==> config.mk <==
export PLATFORM = sky130hd
export DESIGN_NAME = rr_resource_arbiter
export DESIGN_NICKNAME = d
export VERILOG_FILES = /design/src/rtl/rr_resource_arbiter.sv
export SDC_FILE = /design/constraint.sdc
export NUM_CORES = 1
export LEC_CHECK = 0
export ABC_AREA = 1
export CAP_MARGIN = 30
export CELL_PAD_IN_SITES_DETAIL_PLACEMENT = 0
export CELL_PAD_IN_SITES_GLOBAL_PLACEMENT = 2
export CORE_MARGIN = 5
export CORE_UTILIZATION = 23
export DETAILED_ROUTE_END_ITERATION = 6
export PLACE_DENSITY = 0.7
export SETUP_SLACK_MARGIN = 0.2
export SLEW_MARGIN = 40
export SYNTH_ARGS = -nofsm -noshare
export SYNTH_HDL_FRONTEND = slang
export SYNTH_SLANG_ARGS = --single-unit
export TNS_END_PERCENT = 50
==> constraint.sdc <==
create_clock -name clk -period 4.2 [get_ports clk]
set_clock_uncertainty 0.1 [all_clocks]
set_input_delay 0.63 -clock clk [delete_from_list [all_inputs] [get_ports clk]]
set_output_delay 0.63 -clock clk [all_outputs]
set_load 0.02 [all_outputs]
==> src/rtl/rr_resource_arbiter.sv <==
// rr_resource_arbiter: four-way round-robin arbiter with done handshake and hold-time limit
module rr_resource_arbiter #(
  parameter int MAX_HOLD = 8
) (
  input  logic       clk,
  input  logic       reset,
  input  logic [3:0] req,
  input  logic       done,
  output logic [3:0] gnt,
  output logic       busy,
  output logic [1:0] last_id,
  output logic       timeout
);
  typedef enum logic [1:0] {IDLE, GRANT, RELEASE} state_t;
  state_t     state;
  logic [1:0] ptr;
  logic [1:0] pick;
  logic [7:0] cnt;
  logic       hold_end;
  always_comb begin
    pick = ptr;
    for (int k = 3; k >= 0; k--)
      if (req[ptr + 2'(k)]) pick = ptr + 2'(k);
  end
  assign hold_end = cnt == 8'(MAX_HOLD - 1);
  always_ff @(posedge clk or posedge reset) begin
    if (reset) begin
      state   <= IDLE;
      gnt     <= '0;
      busy    <= 1'b0;
      last_id <= '0;
      timeout <= 1'b0;
      ptr     <= '0;
      cnt     <= '0;
    end else begin
      case (state)
        IDLE: if (|req) begin
          state   <= GRANT;
          gnt     <= 4'b0001 << pick;
          busy    <= 1'b1;
          last_id <= pick;
          cnt     <= '0;
        end
        GRANT: begin
          cnt <= cnt + 8'd1;
          if (done || !req[last_id] || hold_end) begin
            state   <= RELEASE;
            gnt     <= '0;
            busy    <= 1'b0;
            timeout <= !done && req[last_id];
            ptr     <= last_id + 2'd1;
          end
        end
        default: begin
          state   <= IDLE;
          timeout <= 1'b0;
        end
      endcase
    end
  end
endmodule

==> results of run 1 <==
-- per-layer routing --
metal,track usage,share of wire,up-vias
li1,-,-,580
met1,0.126,0.50,500
met2,0.151,0.47,6
met3,0.0163,0.022,4
met4,0.0343,0.011,0
met5,0,0,-
-- sequential cells by signal (all words and copies together) (netlist names) --
register  cells
last_id       2
gnt           4
timeout       1
ptr           2
busy          1
cnt           8
state         2
-- through the flow --
step / power (mW) / hold WS (ps) / instances / setup slack [ps]
after global placement: 0.963 / 367 / 255 / 2000
after global routing: 1.20 / 422 / 259 / 1970
after floorplan: 0.786 / 370 / 172 / 2580
after detailed placement: 0.955 / 368 / 255 / 1980
after CTS: 1.11 / 389 / 259 / 2000
final: 1.08 / 386 / 259 / 2040
-- synth_stat cells --
library cell | instances | area [µm²]
and2_1 | 1 | 6.26
o22ai_1 | 2 | 12.5
ha_1 | 1 | 12.5
dfrtp_1 | 20 | 500
nand2_1 | 59 | 221
nor2_4 | 1 | 11.3
o21ai_1 | 3 | 15.0
nor3_1 | 1 | 5.00
nand3_2 | 2 | 20.0
o21ai_2 | 2 | 17.5
nand3_1 | 15 | 75.1
inv_2 | 8 | 30.0
o31ai_1 | 2 | 15.0
nand2_4 | 1 | 11.3
inv_1 | 19 | 71.3
nor2_2 | 1 | 6.26
a21oi_1 | 4 | 20.0
o21ai_0 | 7 | 35.0
o211ai_1 | 1 | 7.51
nand2_2 | 9 | 56.3
nor2_1 | 9 | 33.8
buf_6 | 1 | 11.3
nand4_1 | 2 | 12.5
nand3b_1 | 1 | 7.51
-- cell usage in the layout, fill, tap and decap left out --
| cell type | synthesis | layout |
|---|---|---|
| o211ai_1 | 1 | 1 |
| nand4_1 | 2 | 2 |
| nor2_1 | 9 | 9 |
| nor2_2 | 1 | 1 |
| o21ai_2 | 2 | 2 |
| inv_2 | 8 | 9 |
| ha_1 | 1 | 1 |
| o31ai_1 | 2 | 2 |
| inv_1 | 19 | 18 |
| o21ai_0 | 7 | 7 |
| o21ai_1 | 3 | 3 |
| clkbuf_8 | 0 | 4 |
| o22ai_1 | 2 | 2 |
| and2_1 | 1 | 1 |
| nand2_4 | 1 | 1 |
| nand2_2 | 9 | 9 |
| nor2_4 | 1 | 1 |
| nor3_1 | 1 | 1 |
| a21oi_1 | 4 | 4 |
| nand3b_1 | 1 | 1 |
| nand3_1 | 15 | 15 |
| clkdlybuf4s50_1 | 0 | 14 |
| nand3_2 | 2 | 2 |
| dfrtp_1 | 20 | 20 |
| nand2_1 | 59 | 59 |
-- area by class of cell --
cell class / count / area, µm²
fillers: 591 / 3620
clock buffers: 4 / 55.1
inverters: 27 / 101
flip-flops and latches: 20 / 500
multi-input cells: 124 / 602
well taps: 70 / 87.6
repair buffers: 14 / 140
-- how the worst max path moves through the flow --
| stage | end | cells after the start | start |
|---|---|---|---|
| 3_5_place_dp | gnt[2]$_DFFE_PP0P_ | 11 | req[3] |
| 4_1_cts | last_id[0] | 1 | last_id[0]$_DFFE_PP0P_ |
| 3_3_place_gp | gnt[0]$_DFFE_PP0P_ | 12 | req[1] |
| 5_1_grt | last_id[0] | 1 | last_id[0]$_DFFE_PP0P_ |
| 2_1_floorplan | gnt[0]$_DFFE_PP0P_ | 10 | req[3] |
| 6_report | last_id[0] | 1 | last_id[0]$_DFFE_PP0P_ |
-- power by group through the flow --
stage | Combinational [mW] | Sequential [mW] | Clock [mW]
4_1_cts | 0.621 | 0.333 | 0.157
3_3_place_gp | 0.625 | 0.338 | 0
3_5_place_dp | 0.619 | 0.336 | 0
5_1_grt | 0.694 | 0.343 | 0.167
2_1_floorplan | 0.444 | 0.343 | 0
6_report | 0.604 | 0.331 | 0.150
-- cell families (layout without fill, tap and decap cells) --
| logic type | count (synthesis) | after routing | share of synthesized area |
|---|---|---|---|
| buffers and inverters | 28 | 45 | 0.0927 |
| adders and majority gates | 1 | 1 | 0.0103 |
| DFF | 20 | 20 | 0.412 |
| AOI/OAI and AO/OA | 21 | 21 | 0.101 |
| and+or+nand+nor | 102 | 102 | 0.384 |
==> results.py, run 1 <==
metrics = {
    "critical_path": {
        "critPathMaxFanout": 9,
        "critPathMaxStageDelay_ps": 660,
        "startpoint_type": "flop",
        "required_ps": 3470,
        "end_kind": "output port",
        "crit_type": "reg -> out",
        "cp_cell_sequence": "clkdlybuf4s50_1",
        "r2r_end": "gnt[2]$_DFFE_PP0P_",
        "arrival_ps": 1430,
        "ff2ff_path_depth": 10,
        "slowest_stage": "clkdlybuf4s50_1",
        "reg2reg_from": "ptr[0]$_DFFE_PP0P_",
        "cp_top_family": "buffers and inverters",
        "reg2reg_slack_ps": 2470,
        "crit_buf_inv": 1,
    },
    "final_layout": {
        "nets": 198,
        "drive_gt1_frac": 0.153,
        "diodes": 0,
        "syn2layout_area_growth_pct": 22.3,
        "final_core_util": 0.291,
        "fin_area_um2": 1490,
    },
    "synthesis": {
        "avgSynthCellArea_um2": 7.06,
        "yosysWarnings": 0,
        "synth_seq_cells": 20,
        "synth_nets": 180,
        "syn_area_um2": 1210,
        "yosys.cell_types.count": 24,
        "syn_inst": 172,
        "synth_seq_area_share": 0.412,
    },
    "routing": {
        "routed_via_density": 4.21,
        "route.detailed.drc": 0,
        "drt_iter0_markers": 49,
        "drt-pass1-iter-count": 4,
        "routedWlPerCell_um": 10.9,
        "num_vias": 1090,
        "postRouteWirelength_um": 2830,
        "ant_nets": 0,
    },
    "die": {
        "die_y_um": 82.7,
        "core_area_um2": 5110,
        "die_x_um": 82.7,
        "start_util": 0.238,
        "placementRows": 26,
        "dieArea_um2": 6840,
        "pin_count": 15,
    },
    "min_path": {
        "hp-class": "reg -> reg",
        "worstHoldStart": "timeout$_DFFE_PP0P_",
        "worstHoldPathCells": 2,
        "worstHoldEndpoint": "timeout$_DFFE_PP0P_",
    },
    "sta": {
        "worst_pin_slew_ps": 449,
        "tns_ps": 0,
        "setup_violations": 0,
        "max_clock_freq_mhz": 463,
        "slew_viol_final": 0,
        "finalCriticalPeriod_ps": 2160,
        "post-route-period-util": 0.515,
        "hold_viol_final": 0,
        "relSlewSlack": 0.700,
        "rsz0062_at_grt": "no",
    },
    "run_status": {
        "status": "finished clean",
    },
    "placed_design": {
        "dpl_cell_area_um2": 1430,
        "gp_congestion": 0.720,
        "dp_hpwl_um": 2220,
        "io_buffers": 14,
    },
    "clocking": {
        "holdBufCountCts": 0,
        "clock-root-buffer": "clkbuf_8",
        "ctsResizeCount": 0,
        "cts.clk_slew.worst_paths_ps": 80,
        "cts_buffers": 3,
        "insertion_delay_ps": 260,
        "cts-htree-levels": 1,
        "cts_tree": "yes",
        "clkSinkCount": 20,
        "cts_buffer_depth": 2,
        "post-cts-setup-buffers": 0,
    },
    "global_route": {
        "grt-ovfl-total": 0,
        "grt_max_degree": 21,
        "gr-usage-all-layers": 0.0942,
        "grt_pass1_wl_um": 4950,
        "first_global_vias": 1077,
        "antenna_found_initial": 0,
    },
    "pwr": {
        "intPower_mw": 0.560,
        "switchingPower_mw": 0.525,
        "power_per_cell_area_nw_per_um2": 730,
        "power.leakage_nw": 0.764,
        "p_seq_frac": 0.305,
        "comb_power_share": 0.557,
        "power.share.switching": 0.484,
        "irDropWorstVdd_uv": 291,
        "p_clk_frac": 0.138,
    },
    "run": {
        "maxCapViolCount": 0,
    },
}
Power figures use the tool's default switching activity.
==> run 2, diff against run 1 <==
Clock period 4.2 ns to 2.2 ns, I/O delays scaled along.
==> run 2 against run 1 <==
Compared with the run above: critical path depth unchanged; clock power increased by 59%; setup slack got worse by 1700 ps; non-clock buffer count increased by 1; highest routed layer unchanged; critical path type unchanged; register-to-register slack got worse by 2000 ps; routed wire length decreased by 1.2%; utilization decreased by 0.12 points; combinational power increased by 90%.
==> results.py, run 2 (synthesis results as in run 1) <==
metrics = {
    "final_layout": {
        "diodes": 0,
        "n_fill_cell": 578,
        "regMostFlops": "cnt",
        "nets": 199,
        "layout_common_cells": "nand2_1, dfrtp_1, inv_1, nand3_1, clkdlybuf4s50_1",
        "largest_registers": "cnt (8), gnt (4)",
        "drive_gt1_frac": 0.148,
        "final_common_cell": "nand2_1",
        "syn2layout_area_growth_pct": 21.8,
        "largest_reg_flops": 8,
    },
    "die": {
        "core_area_um2": 5110,
        "dieArea_um2": 6840,
        "placementRows": 26,
        "die_x_um": 82.7,
        "pin_count": 15,
        "die_y_um": 82.7,
        "start_util": 0.238,
    },
    "sta": {
        "finalCriticalPeriod_ps": 1850,
        "slew_viol_final": 0,
        "hold_viol_final": 0,
        "max_clock_freq_mhz": 541,
        "setup_ws_ps": 352,
        "setup_violations": 0,
        "tns_ps": 0,
        "relSlewSlack": 0.711,
        "holdWs_ps": 303,
        "worst_pin_slew_ps": 433,
        "post-route-period-util": 0.840,
        "rsz0062_at_grt": "no",
    },
    "placed_design": {
        "post-place-ws_ps": 292,
        "io_buffers": 14,
        "dp_hpwl_um": 2200,
        "gp_congestion": 0.717,
    },
    "critical_path": {
        "required_ps": 1770,
        "critPathMaxFanout": 9,
        "critPathMaxStageDelay_ps": 660,
        "cp_top_family": "buffers and inverters",
        "end_kind": "output port",
        "slowest_stage": "clkdlybuf4s50_1",
        "crit_buf_inv": 1,
        "reg2reg_slack_ps": 490,
        "startpoint": "last_id[0]$_DFFE_PP0P_",
        "path_depth": 1,
        "startpoint_type": "flop",
        "endpoint": "last_id[0]",
        "reg2reg_from": "ptr[0]$_DFFE_PP0P_",
        "cp_cell_sequence": "clkdlybuf4s50_1",
        "arrival_ps": 1420,
        "ff2ff_path_depth": 10,
        "crit_type": "reg -> out",
        "r2r_end": "gnt[2]$_DFFE_PP0P_",
    },
    "global_route": {
        "first_global_vias": 1104,
        "grt-ovfl-total": 0,
        "grt_max_degree": 21,
        "grt_pass1_wl_um": 5110,
        "antenna_found_initial": 0,
        "gr-usage-all-layers": 0.0954,
    },
    "clocking": {
        "cts.clk_slew.worst_paths_ps": 70,
        "cts_buffer_depth": 2,
        "holdBufCountCts": 0,
        "cts_buffers": 3,
        "cts_tree": "yes",
        "ctsResizeCount": 0,
        "post-cts-setup-buffers": 0,
        "insertion_delay_ps": 250,
        "clock-root-buffer": "clkbuf_8",
        "clkSinkCount": 20,
        "cts-htree-levels": 1,
    },
    "routing": {
        "routedWlPerCell_um": 10.8,
        "routed_via_density": 4.25,
        "drt_iter0_markers": 49,
        "route.detailed.drc": 0,
        "postRouteWirelength_um": 2790,
        "drt-pass1-iter-count": 4,
        "num_vias": 1101,
        "ant_nets": 0,
    },
    "run_status": {
        "status": "finished clean",
    },
    "min_path": {
        "hp-class": "in -> async",
    },
    "pwr": {
        "irDropWorstVdd_uv": 517,
        "power.leakage_nw": 0.763,
        "power_per_cell_area_nw_per_um2": 1370,
    },
    "run": {
        "maxCapViolCount": 0,
    },
}
-- run 2: worst min-delay path by stage --
stage	from	to	slack, ps	depth (start not counted)
global route	reset	cnt[0]$_DFFE_PP0P_	340	3
finish	reset	cnt[7]$_DFFE_PP0P_	300	3
global placement	timeout$_DFFE_PP0P_	timeout$_DFFE_PP0P_	370	2
CTS	reset	cnt[6]$_DFFE_PP0P_	310	3
floorplan	reset	busy$_DFFE_PP0P_	190	1
detailed placement	timeout$_DFFE_PP0P_	timeout$_DFFE_PP0P_	360	2
-- run 2: area by class of cell --
| cell class | instances | area, µm² | share of cell area |
|---|---|---|---|
| clock buffer | 3 | 41.3 | 0.0279 |
| inverter | 27 | 101 | 0.0685 |
| multi-input combinational | 124 | 602 | 0.407 |
| sequential | 20 | 500 | 0.338 |
| tap | 70 | 87.6 | 0.0592 |
| timing repair buffer | 15 | 148 | 0.0997 |
-- run 2: metrics by stage --
step,cell area [µm²],util,total power [mW],std cells
4_1_cts,1480,0.290,2.07,259
3_5_place_dp,1440,0.282,1.82,256
6_report,1480,0.290,2.02,259
5_1_grt,1480,0.290,2.27,259
2_1_floorplan,1210,-,1.50,172
3_3_place_gp,1440,0.282,1.84,256
-- run 2: report_power, final --
group	internal [mW]	switching, mW	leakage [nW]
Combinational	0.420	0.733	0.481
Sequential	0.491	0.139	0.260
Clock	0.122	0.117	0.0216
-- run 2: per-layer routing --
| metal | global-route usage | vias to the layer above | wire length [µm] | part of all wire |
|---|---|---|---|---|
| met2 | 0.156 | 6 | 1310 | 0.47 |
| met5 | 0 | - | 0 | 0 |
| met4 | 0.0294 | 0 | 20 | 0.0072 |
| li1 | - | 581 | - | - |
| met3 | 0.0163 | 2 | 62 | 0.022 |
| met1 | 0.128 | 512 | 1400 | 0.50 |
